`src/rtl/pe_dmem_arbiter_pkg.sv`:
```
// Shared cluster definitions: bus width defaults, arbiter FSM encoding and a helper
// for indexing slices of the flattened per-PE buses.
package cluster_pkg;

   localparam int unsigned NUM_PE_DEF = 4;
   localparam int unsigned ADDR_W_DEF = 32;
   localparam int unsigned DATA_W_DEF = 32;

   typedef enum logic [1:0] {
      StIdle   = 2'd0,
      StIssue  = 2'd1,
      StWaitRd = 2'd2
   } arb_state_e;

   // Low bit of slice idx in a bus built from width-bit slices.
   function automatic int unsigned slice_lo(input int unsigned idx, input int unsigned width);
      return idx * width;
   endfunction

endpackage

```
`src/rtl/pe_dmem_arbiter_if.sv`:
```
// Data-memory port bundle: master issues req/we/addr/wdata, slave returns ready and
// read data.
interface pe_dmem_arbiter_if #(
   parameter int unsigned ADDR_W = 32,
   parameter int unsigned DATA_W = 32
);

   logic              req;
   logic              we;
   logic [ADDR_W-1:0] addr;
   logic [DATA_W-1:0] wdata;
   logic              ready;
   logic              rvalid;
   logic [DATA_W-1:0] rdata;

   modport master (output req, we, addr, wdata, input ready, rvalid, rdata);
   modport slave  (input req, we, addr, wdata, output ready, rvalid, rdata);

endinterface

```
`src/rtl/pe_dmem_arbiter_rr_picker.sv`:
```
// Combinational round-robin picker: first set request at or above ptr, wrapping.
// Also meant for the instruction-memory arbiter.
module rr_picker #(
   parameter int unsigned NUM_PE = 4,
   parameter int unsigned IDX_W  = (NUM_PE > 1) ? $clog2(NUM_PE) : 1
) (
   input  logic [NUM_PE-1:0] req,
   input  logic [IDX_W-1:0]  ptr,
   output logic [NUM_PE-1:0] gnt,
   output logic [IDX_W-1:0]  idx
);

   always_comb begin
      logic             found;
      logic [IDX_W-1:0] cand;
      gnt   = '0;
      idx   = '0;
      found = 1'b0;
      cand  = '0;
      for (int unsigned k = 0; k < NUM_PE; k++) begin
         cand = IDX_W'((32'(ptr) + k) % NUM_PE);
         if (!found && req[cand]) begin
            found     = 1'b1;
            gnt[cand] = 1'b1;
            idx       = cand;
         end
      end
   end

endmodule

```
`src/rtl/pe_dmem_arbiter.sv`:
```
// Round-robin arbiter sharing one data-memory port among NUM_PE PEs, one transaction
// in flight. Define DMEM_ARB_TIMEOUT_EN to abort transactions after TIMEOUT_CYC cycles.
module pe_dmem_arbiter
   import cluster_pkg::*;
#(
   parameter int unsigned NUM_PE      = NUM_PE_DEF,
   parameter int unsigned ADDR_W      = ADDR_W_DEF,
   parameter int unsigned DATA_W      = DATA_W_DEF,
   parameter int unsigned TIMEOUT_CYC = 64
) (
   input  logic                     clk,
   input  logic                     reset_n,
   input  logic [NUM_PE-1:0]        pe_req,
   input  logic [NUM_PE-1:0]        pe_we,
   input  logic [NUM_PE*ADDR_W-1:0] pe_addr,
   input  logic [NUM_PE*DATA_W-1:0] pe_wdata,
   output logic [NUM_PE-1:0]        pe_gnt,
   output logic [NUM_PE-1:0]        pe_resp_valid,
   output logic [NUM_PE*DATA_W-1:0] pe_rdata,
   output logic [NUM_PE-1:0]        pe_resp_err,
   pe_dmem_arbiter_if.master        mem
);

   localparam int unsigned IdxW = (NUM_PE > 1) ? $clog2(NUM_PE) : 1;

   arb_state_e        state_q;
   logic [IdxW-1:0]   rr_ptr_q;
   logic [IdxW-1:0]   owner_q;
   logic [NUM_PE-1:0] win_gnt;
   logic [IdxW-1:0]   win_idx;
   logic [IdxW-1:0]   next_ptr;
   logic              win_we;
   logic [ADDR_W-1:0] win_addr;
   logic [DATA_W-1:0] win_wdata;

   rr_picker #(
      .NUM_PE (NUM_PE),
      .IDX_W  (IdxW)
   ) u_picker (
      .req (pe_req),
      .ptr (rr_ptr_q),
      .gnt (win_gnt),
      .idx (win_idx)
   );

   assign next_ptr = (win_idx == IdxW'(NUM_PE - 1)) ? '0 : win_idx + 1'b1;

   always_comb begin
      win_we    = 1'b0;
      win_addr  = '0;
      win_wdata = '0;
      for (int unsigned i = 0; i < NUM_PE; i++) begin
         if (win_idx == IdxW'(i)) begin
            win_we    = pe_we[i];
            win_addr  = pe_addr[slice_lo(i, ADDR_W) +: ADDR_W];
            win_wdata = pe_wdata[slice_lo(i, DATA_W) +: DATA_W];
         end
      end
   end

`ifdef DMEM_ARB_TIMEOUT_EN
   localparam int unsigned CntW = $clog2(TIMEOUT_CYC + 1);

   logic [CntW-1:0] cnt_q;
   logic            timeout;

   assign timeout = (state_q != StIdle) && (cnt_q == CntW'(TIMEOUT_CYC - 1));
`else
   assign pe_resp_err = '0;
`endif

   always_ff @(posedge clk or negedge reset_n) begin
      if (!reset_n) begin
         state_q       <= StIdle;
         rr_ptr_q      <= '0;
         owner_q       <= '0;
         pe_gnt        <= '0;
         pe_resp_valid <= '0;
         pe_rdata      <= '0;
         mem.req       <= 1'b0;
         mem.we        <= 1'b0;
         mem.addr      <= '0;
         mem.wdata     <= '0;
`ifdef DMEM_ARB_TIMEOUT_EN
         cnt_q         <= '0;
         pe_resp_err   <= '0;
`endif
      end else begin
         pe_gnt        <= '0;
         pe_resp_valid <= '0;
`ifdef DMEM_ARB_TIMEOUT_EN
         pe_resp_err   <= '0;
         // Abort wins over a same-cycle acceptance or read return.
         if (timeout) begin
            mem.req                <= 1'b0;
            pe_resp_valid[owner_q] <= 1'b1;
            pe_resp_err[owner_q]   <= 1'b1;
            for (int unsigned i = 0; i < NUM_PE; i++) begin
               if (owner_q == IdxW'(i)) pe_rdata[slice_lo(i, DATA_W) +: DATA_W] <= '0;
            end
            state_q <= StIdle;
         end else
`endif
         begin
`ifdef DMEM_ARB_TIMEOUT_EN
            if (state_q != StIdle) cnt_q <= cnt_q + 1'b1;
`endif
            unique case (state_q)
               StIdle: begin
                  if (|pe_req) begin
                     owner_q   <= win_idx;
                     rr_ptr_q  <= next_ptr;
                     pe_gnt    <= win_gnt;
                     mem.req   <= 1'b1;
                     mem.we    <= win_we;
                     mem.addr  <= win_addr;
                     mem.wdata <= win_wdata;
                     state_q   <= StIssue;
`ifdef DMEM_ARB_TIMEOUT_EN
                     cnt_q     <= '0;
`endif
                  end
               end
               StIssue: begin
                  if (mem.ready) begin
                     mem.req <= 1'b0;
                     if (mem.we) begin
                        pe_resp_valid[owner_q] <= 1'b1;
                        state_q                <= StIdle;
                     end else begin
                        state_q <= StWaitRd;
                     end
                  end
               end
               StWaitRd: begin
                  if (mem.rvalid) begin
                     for (int unsigned i = 0; i < NUM_PE; i++) begin
                        if (owner_q == IdxW'(i)) begin
                           pe_rdata[slice_lo(i, DATA_W) +: DATA_W] <= mem.rdata;
                        end
                     end
                     pe_resp_valid[owner_q] <= 1'b1;
                     state_q                <= StIdle;
                  end
               end
               default: state_q <= StIdle;
            endcase
         end
      end
   end

endmodule
```
`src/flat_wrapper.sv`:
```
// flat-port wrapper written by rule: the top's interface ports become plain ports
module pe_dmem_arbiter_flat import cluster_pkg::*;
#(
   parameter int unsigned NUM_PE      = NUM_PE_DEF,
   parameter int unsigned ADDR_W      = ADDR_W_DEF,
   parameter int unsigned DATA_W      = DATA_W_DEF,
   parameter int unsigned TIMEOUT_CYC = 64
)
  (clk, reset_n, pe_req, pe_we, pe_addr, pe_wdata, pe_gnt, pe_resp_valid, pe_rdata, pe_resp_err, mem_req, mem_we, mem_addr, mem_wdata, mem_ready, mem_rvalid, mem_rdata);
  pe_dmem_arbiter_if #(.ADDR_W(ADDR_W), .DATA_W(DATA_W)) mem_i ();
  input  logic clk;
  input  logic reset_n;
  input  logic [NUM_PE-1:0] pe_req;
  input  logic [NUM_PE-1:0] pe_we;
  input  logic [NUM_PE*ADDR_W-1:0] pe_addr;
  input  logic [NUM_PE*DATA_W-1:0] pe_wdata;
  output logic [NUM_PE-1:0] pe_gnt;
  output logic [NUM_PE-1:0] pe_resp_valid;
  output logic [NUM_PE*DATA_W-1:0] pe_rdata;
  output logic [NUM_PE-1:0] pe_resp_err;
  output wire logic [$bits(mem_i.req)-1:0] mem_req;
  output wire logic [$bits(mem_i.we)-1:0] mem_we;
  output wire logic [$bits(mem_i.addr)-1:0] mem_addr;
  output wire logic [$bits(mem_i.wdata)-1:0] mem_wdata;
  input wire logic [$bits(mem_i.ready)-1:0] mem_ready;
  input wire logic [$bits(mem_i.rvalid)-1:0] mem_rvalid;
  input wire logic [$bits(mem_i.rdata)-1:0] mem_rdata;
  assign mem_req = mem_i.req;
  assign mem_we = mem_i.we;
  assign mem_addr = mem_i.addr;
  assign mem_wdata = mem_i.wdata;
  assign mem_i.ready = mem_ready;
  assign mem_i.rvalid = mem_rvalid;
  assign mem_i.rdata = mem_rdata;
  pe_dmem_arbiter #(.NUM_PE(NUM_PE), .ADDR_W(ADDR_W), .DATA_W(DATA_W), .TIMEOUT_CYC(TIMEOUT_CYC)) u_core (.clk(clk), .reset_n(reset_n), .pe_req(pe_req), .pe_we(pe_we), .pe_addr(pe_addr), .pe_wdata(pe_wdata), .pe_gnt(pe_gnt), .pe_resp_valid(pe_resp_valid), .pe_rdata(pe_rdata), .pe_resp_err(pe_resp_err), .mem(mem_i));
endmodule
```
`config.mk`:
```
export PLATFORM = sky130hd
export DESIGN_NAME = pe_dmem_arbiter_flat
export DESIGN_NICKNAME = d
export VERILOG_FILES = /design/src/rtl/pe_dmem_arbiter_pkg.sv /design/src/rtl/pe_dmem_arbiter_if.sv /design/src/rtl/pe_dmem_arbiter_rr_picker.sv /design/src/rtl/pe_dmem_arbiter.sv /design/src/flat_wrapper.sv
export SDC_FILE = /design/constraint.sdc
export NUM_CORES = 1
export LEC_CHECK = 0
export ABC_AREA = 1
export CORE_AREA = 4 4 192 194
export DETAILED_ROUTE_END_ITERATION = 10
export DIE_AREA = 0 0 196 198
export HOLD_SLACK_MARGIN = 0.08
export PLACE_DENSITY = 0.64
export SKIP_LAST_GASP = 1
export SLEW_MARGIN = 25
export SYNTH_ARGS = -nofsm -noshare
export SYNTH_HDL_FRONTEND = slang
export SYNTH_SLANG_ARGS = --single-unit
```
`constraint.sdc`:
```
create_clock -name clk -period 2.7 [get_ports clk]
set_input_delay 0.54 -clock clk [delete_from_list [all_inputs] [get_ports clk]]
set_output_delay 0.54 -clock clk [all_outputs]
set_load 0.1 [all_outputs]
```
==> results.md, run 1 <==
- Worst setup path category: reg -> reg
- Largest net degree at the start of global routing: 70
- Setup ws final: between 0.1 and 0.15 ns
- DR pass1 iterations: 5
- Ys Warns: 0
- Crit path time final: ~2.6 ns
- CP most frequent cell: nand2_4
- Synthesized flop and latch total: ~210
- WP data required: about 3.2 ns
- Clk root buf: clkbuf_16
- Sequential-to-total area share from yosys stat: 0.524
- Util after Layout: 0.465
- Post-Syn Area: between 0.009 and 0.01 mm2
- Gr ovfl total: 0
- Num CTS Buffers: 24
- DR vias/cell: 4.73
- Post-synth top area share: 0.524
- Netlist cell types: 33
- Status: finished clean
- Final setup fails: 0
- Synth Instances: between 1000 and 1500
- Cells on worst reg2reg path: 19
- Final WL: just over 40000 um
- MaxCap Viol Count: 0
- Leading area contributor after synthesis: dfrtp_1
- RSZ-0062 raised after global routing: yes
- Worst slew pin tran: 0.533 ns
- Slew HR: 0.645
- Row count: 69
- Initial antenna violation count: 5
- Routed len/inst: between 15 and 20 um
- Max Clk Rate: 0.389 GHz
- Top Metal Used: met4
- Critical Path, Cell by Cell: inv_2 > ha_4 > inv_2 > buf_4 > nand3_1 > nand2_4 > nor2_8 > nand2_2 > nand2_4 > nand2_4 > ha_1 > inv_1 > nor2_4 > buf_12 > buf_6 > nand2_1 > nand3_1 > o21ai_0 > o22ai_1
- Number of global-route vias before repair: about 11000
- Layout cells sized above 1: 0.210
- Fill cell count: roughly 3500
- Worst min-delay path category: reg -> reg
- Hold Vio Cnt, Final: 0
- CTS tree: built
- Worst setup SP type: flop
- Drt initial violations: 361
- Final nets: 2026
- CP max FO: 10
- Number of port buffers: ~500
- Drt drc: 0
- H-Tree Depth: 1
- Met3 wire len: roughly 3400 um
- P&R area growth vs syn: 64.7%
- CTS clk-pin slew, worst paths: approximately 0.070 ns
- DIE AREA: just under 0.04 mm2
- Vias: just over 10000
- Initial core utilization: 0.282
- Core area: about 0.035 mm2
- Io pins: about 510
- CP arrival: about 3 ns
- Synth area leaders: dfrtp_1 (52%), nand2_1 (11%), o21ai_0 (8.3%)
- Met2 wire length: 20000 um
- Die height: roughly 200 um
- CTS Buffer Depth: 3
- Clk Latency, worst-skew pair: about 0.54 ns
- CP max stage cell: dfrtp_1
- Syn avg cell area: roughly 8.3 um2
- GPL Wtd Cong: about 0.9
- Setup WS pre-CTS: -0.396 ns
- Worst hold slack: just under 0.5 ns
- Hold Crit Depth: 2
- Gr usage total: 0.196
- CP Capture Type: flop
- M1 WL: ~16000 um
- Die X: a little under 200 um
- # clock sinks: approximately 210
- First-pass GRT wire length: approximately 61000 um
- Slew Limit Fails: 0
- DP HPWL: around 30000 um
- Final Skew: 0.0387 ns
- Antenna-violating nets left: 0
- Fin crit share: 0.952
- Slowest stage delay, CP: around 0.39 ns
sequential cells by signal (all words and copies together), names as in the netlist:
register and flops:
u_core.rr_ptr_q 2, u_core.mem.wdata 32, u_core.state_q 2, u_core.pe_resp_valid 4, u_core.owner_q 2, u_core.pe_gnt 4
u_core.mem.addr 32, u_core.mem.we 1, u_core.pe_rdata 128, u_core.mem.req 1
layer usage:
| metal | vias up | global-route usage |
|---|---|---|
| met4 | 0 | 0.0569 |
| met2 | 438 | 0.346 |
| met5 | - | 0 |
| li1 | 5025 | - |
| met1 | 4858 | 0.239 |
| met3 | 59 | 0.0492 |
worst paths after layout:
check	from	end	slack (ns)
max	u_core.rr_ptr_q[0]	u_core.mem.wdata[5]	0.13
min	u_core.pe_rdata[75]	u_core.pe_rdata[75]	0.49
max reg2reg	u_core.rr_ptr_q[0]	u_core.mem.wdata[5]	0.13
min reg2reg	u_core.pe_rdata[75]	u_core.pe_rdata[75]	0.49
max in group asynchronous	reset_n	u_core.pe_gnt[3]	1.41
min in group asynchronous	reset_n	u_core.pe_rdata[20]	0.58
cell usage in the layout (no fill, tap or decap), types with 5 or more instances in the layout:
| cell | n |
|---|---|
| inv_2 | 12 |
| o21ai_0 | 164 |
| a21oi_1 | 70 |
| nand2_1 | 292 |
| dfrtp_1 | 207 |
| clkbuf_16 | 25 |
| buf_4 | 250 |
| buf_12 | 18 |
| o22ai_1 | 33 |
| nor2_1 | 70 |
| nand2_2 | 11 |
| nand3_1 | 118 |
| diode_2 | 5 |
| inv_1 | 51 |
| ha_1 | 10 |
| a22oi_1 | 32 |
| nand2_4 | 6 |
| clkdlybuf4s50_1 | 298 |
| nor2_4 | 5 |
metrics by stage:
| stage | area (um2) | TNS (ns) | std cells |
|---|---|---|---|
| floorplan | 9950 | 0 | 1195 |
| global placement | 15400 | -14.41 | 2140 |
| detailed placement | 15400 | -18.43 | 2140 |
| CTS | 16200 | 0 | 2185 |
| global route | 16400 | -0.912 | 2196 |
| finish | 16400 | 0 | 2196 |
cells in the mapped netlist, drive strengths merged:
cell    count
clkbuf     33
o31ai       1
nand2     310
nand4       2
conb        1
nor3b       1
inv        63
o21ai     165
o21bai      1
buf        52
or2         1
dfrtp     208
a21boi      5
ha         14
o221ai      1
nor3        2
o22ai      33
a21oi      70
nor2       76
a22oi      32
nand3     121
kinds of logic (layout without fill, tap and decap cells):
family | Yosys count | count (layout) | share of synthesized area
simple gates | 513 | 513 | 0.225
fa+ha+maj | 14 | 14 | 0.0176
other cells | 1 | 9 | 0.000377
flops | 208 | 208 | 0.524
compound gates | 308 | 308 | 0.170
buf+inv | 148 | 683 | 0.0637
critical path, delay by kind of cell, from the launching register on:
family | cells | cell delay (ns)
flip-flops | 1 | 0.39
AND/OR/NAND/NOR | 9 | 0.83
buffers and inverters | 6 | 0.62
AO/OA/AOI/OAI | 2 | 0.28
adder cells (fa/ha/maj) | 2 | 0.36
layout make-up:
class / instances / area (um2) / area share
Clock inverter: 14 / 154 / 0.00940
Inverter: 63 / 236 / 0.0144
Sequential cell: 208 / 5210 / 0.318
Timing Repair Buffer: 576 / 5360 / 0.328
Tap cell: 461 / 577 / 0.0352
Multi-Input combinational cell: 839 / 4170 / 0.255
Antenna cell: 5 / 12.5 / 0.000765
Clock buffer: 30 / 653 / 0.0399
repair_timing:
| action | 4_1_cts | 5_1_grt |
|---|---|---|
| cloned | 0 | 1 |
| resized for setup | 1 | 18 |
| setup endpoints to repair | 6 | 65 |
| hold buffers | 1 | 0 |
| pin swaps | 0 | 7 |
| setup buffers | 0 | 5 |
| hold endpoints to repair | 61 | 0 |
Power of run 1 is not shown: default switching activity piles up to over one toggle a cycle in this logic, so the estimate is an artifact.
==> inputs of run 2 (changes only) <==
--- a/config.mk
+++ b/config.mk
@@ -6,13 +6,14 @@
 export NUM_CORES = 1
 export LEC_CHECK = 0
 export ABC_AREA = 1
-export CORE_AREA = 4 4 192 194
+export CORE_AREA = 4 4 193 195
 export DETAILED_ROUTE_END_ITERATION = 10
-export DIE_AREA = 0 0 196 198
+export DIE_AREA = 0 0 197 199
 export HOLD_SLACK_MARGIN = 0.08
-export PLACE_DENSITY = 0.64
+export PLACE_DENSITY = 0.66
 export SKIP_LAST_GASP = 1
 export SLEW_MARGIN = 25
 export SYNTH_ARGS = -nofsm -noshare
 export SYNTH_HDL_FRONTEND = slang
+export SYNTH_HIERARCHICAL = 1
 export SYNTH_SLANG_ARGS = --single-unit
==> run 2 against run 1 <==
Clock skew shrank 0.021 ns. Final cell count rose by 11%. Core utilization grew 1.7 points. Critical endpoint is now u_core/mem.addr[15].
==> results.md, run 2 <==
- Status: finished clean
- M1 WL: 17700 um
- DIE AREA: approximately 0.039 mm2
- Slew Limit Fails: 0
- Initial antenna violation count: 4
- CP most frequent cell: nand2_1
- MaxCap Viol Count: 0
- Largest Register: u_core/pe_rdata
- CP max FO: 6
- Crit path time final: ~2.5 ns
- First-pass GRT wire length: approximately 66000 um
- Die X: between 150 and 200 um
- CTS tree: built
- DR vias/cell: 4.67
- CP max stage cell: dfrtp_1
- Synthesized flop and latch total: roughly 210
- Most common cell in the netlist: nand2_1
- Drt drc: 0
- DP HPWL: between 30000 and 40000 um
- Max FFs per register: 128
- Biggest registers after layout: u_core/pe_rdata x128, u_core/mem.addr x32, u_core/mem.wdata x32
- CP Capture Type: flop
- Worst setup path category: reg -> reg
- Fill cell count: around 3500
- Max Clk Rate: roughly 0.39 GHz
- Netlist cell types: 27
- Sequential-to-total area share from yosys stat: 0.491
- Slew HR: 0.644
- Met2 wire length: approximately 22000 um
- CTS clk-pin slew, worst paths: about 0.06 ns
- Final WL: 43800 um
- RSZ-0062 raised after global routing: no
- Synth Instances: between 1000 and 1500
- Async SR Flop Fraction: 1.00
- Worst min-delay path category: reg -> reg
- P&R area growth vs syn: 60.8%
- Syn avg cell area: ~7.3 um2
- Top Metal Used: met4
- Drt initial violations: 726
- Non-Filler Instances: approximately 2400
- Gr ovfl total: 0
- Placed instance count: 2393
- Routed len/inst: 17.9 um
- Io pins: just over 500
- Vias: ~11000
- Worst setup SP type: flop
- Clk root buf: clkbuf_16
- Hold Vio Cnt, Final: 0
- Multi-input logic area: 0.00482 mm2
- Post-Syn Area: around 0.011 mm2
- Register area: around 0.0052 mm2
- CTS Buffer Depth: 3
- DR pass1 iterations: 6
- Met3 wire len: between 3000 and 4000 um
- Slowest stage delay, CP: between 0.4 and 0.5 ns
- Core area: about 0.035 mm2
- GPL Wtd Cong: roughly 0.95
- Commonest cells post-synth: nand2_1 (587), dfrtp_1 (208), nor2_1 (176)
- Commonest non-fill, non-tap cell in the layout: nand2_1
- Critical Path, Cell by Cell: inv_6 > ha_4 > inv_2 > nand3_1 > nand2_2 > nand3_1 > nor2_2 > nor2_1 > nor2_4 > inv_4 > ha_4 > buf_12 > buf_4 > a21oi_1 > nand2_1 > nand2_1 > nand2_1
- Die height: just under 200 um
- Initial core utilization: 0.300
- Layout cells sized above 1: 0.177
- Final nets: between 2000 and 2500
- Leading area contributor after synthesis: dfrtp_1
- Synth Flop Type: dfrtp_1
- Number of global-route vias before repair: ~12000
- Ys Warns: 6
- Antenna-violating nets left: 0
- Worst slew pin tran: between 0.5 and 0.6 ns
- Post-synth top area share: 0.491
- Final setup fails: 0
- Gr usage total: 0.212
- Synth area leaders: dfrtp_1 (49%), nand2_1 (21%), nor2_1 (6.2%)
- Num CTS Buffers: 24
- Clk Latency, worst-skew pair: 0.53 ns
- H-Tree Depth: 1
- WP data required: roughly 3.1 ns
- # clock sinks: approximately 210
- Largest net degree at the start of global routing: 65
- Fin crit share: 0.943
- Row count: 69
- CP arrival: about 3.0 ns
- Final Skew: 0.0179 ns
- Number of port buffers: between 500 and 600
- EDFF count, synth: 0
- Most frequent cells in the layout: nand2_1 (586), clkdlybuf4s50_1 (298), buf_4 (246), dfrtp_1 (208), nor2_1 (174)
run 2: changes by cell type after synthesis, moves of 32 or more:
cell,before,now
a21oi_1,70,103
a22oi_1,32,0
nand2_1,296,587
nor2_1,71,176
o21ai_0,165,97
o22ai_1,33,0
run 2: cell type report:
cell class                 count  share of cell area
antenna                        4            0.000587
timing repair buffer         570               0.313
tap                          461              0.0338
multi-input combinational   1099               0.283
clock inverter                17              0.0136
clock buffer                  27              0.0377
sequential                   208               0.305
inverter                      59              0.0136
run 2: final timing paths:
path                                     startpoint                   end  slack (ns)  cells past startpoint
worst max-delay path             u_core/rr_ptr_q[0]   u_core/mem.addr[15]        0.16                     17
worst min-delay path            u_core/mem.wdata[7]   u_core/mem.wdata[7]        0.48                      2
worst max register to register   u_core/rr_ptr_q[0]   u_core/mem.addr[15]        0.16                     17
worst min register to register  u_core/mem.wdata[7]   u_core/mem.wdata[7]        0.48                      2
max in group asynchronous                   reset_n  u_core/mem.wdata[28]        1.34                      3
min in group asynchronous                   reset_n  u_core/pe_rdata[110]        0.54                      2
run 2: per-layer routing:
metal / up-vias / track usage
met5: - / 0
met4: 0 / 0.0681
met3: 83 / 0.0439
met2: 434 / 0.363
met1: 5316 / 0.269
li1: 5589 / -
run 2: critical path, delay by kind of cell, from the launching register on:
family / cells / cell delay, ns
AO/OA/AOI/OAI: 1 / 0.18
adder cells (fa/ha/maj): 2 / 0.47
AND/OR/NAND/NOR: 9 / 0.89
flip-flops: 1 / 0.41
buffers and inverters: 5 / 0.49
run 2: timing repair:
action | CTS | global route
resized for setup | 10 | 14
cloned | 1 | 1
buffers inserted | 0 | 1
setup endpoints to repair | 65 | 65
hold endpoints to repair | 55 | 0
hold buffers | 1 | 0
pin swaps | 2 | 1
run 2: kinds of logic after synthesis:
kind of cell	after synthesis	share of synthesized area
buf+inv	152	0.0650
flops	208	0.491
compound gates	206	0.0982
other cells	1	0.000354
simple gates	877	0.331
fa+ha+maj	12	0.0142
run 2: stage by stage:
stage | area [um2] | setup slack [ns] | util | setup TNS [ns] | hold WS (ns)
CTS | 16900 | 0.0182 | 0.479 | 0 | 0.483
finish | 17000 | 0.155 | 0.482 | 0 | 0.479
global placement | 16000 | -0.391 | 0.451 | -20.53 | 0.465
floorplan | 10600 | 0.0210 | - | 0 | 0.244
global route | 17000 | 0.0266 | 0.482 | 0 | 0.498
detailed placement | 16000 | -0.475 | 0.451 | -25.17 | 0.467
Power of run 2 is left out for the same reason.
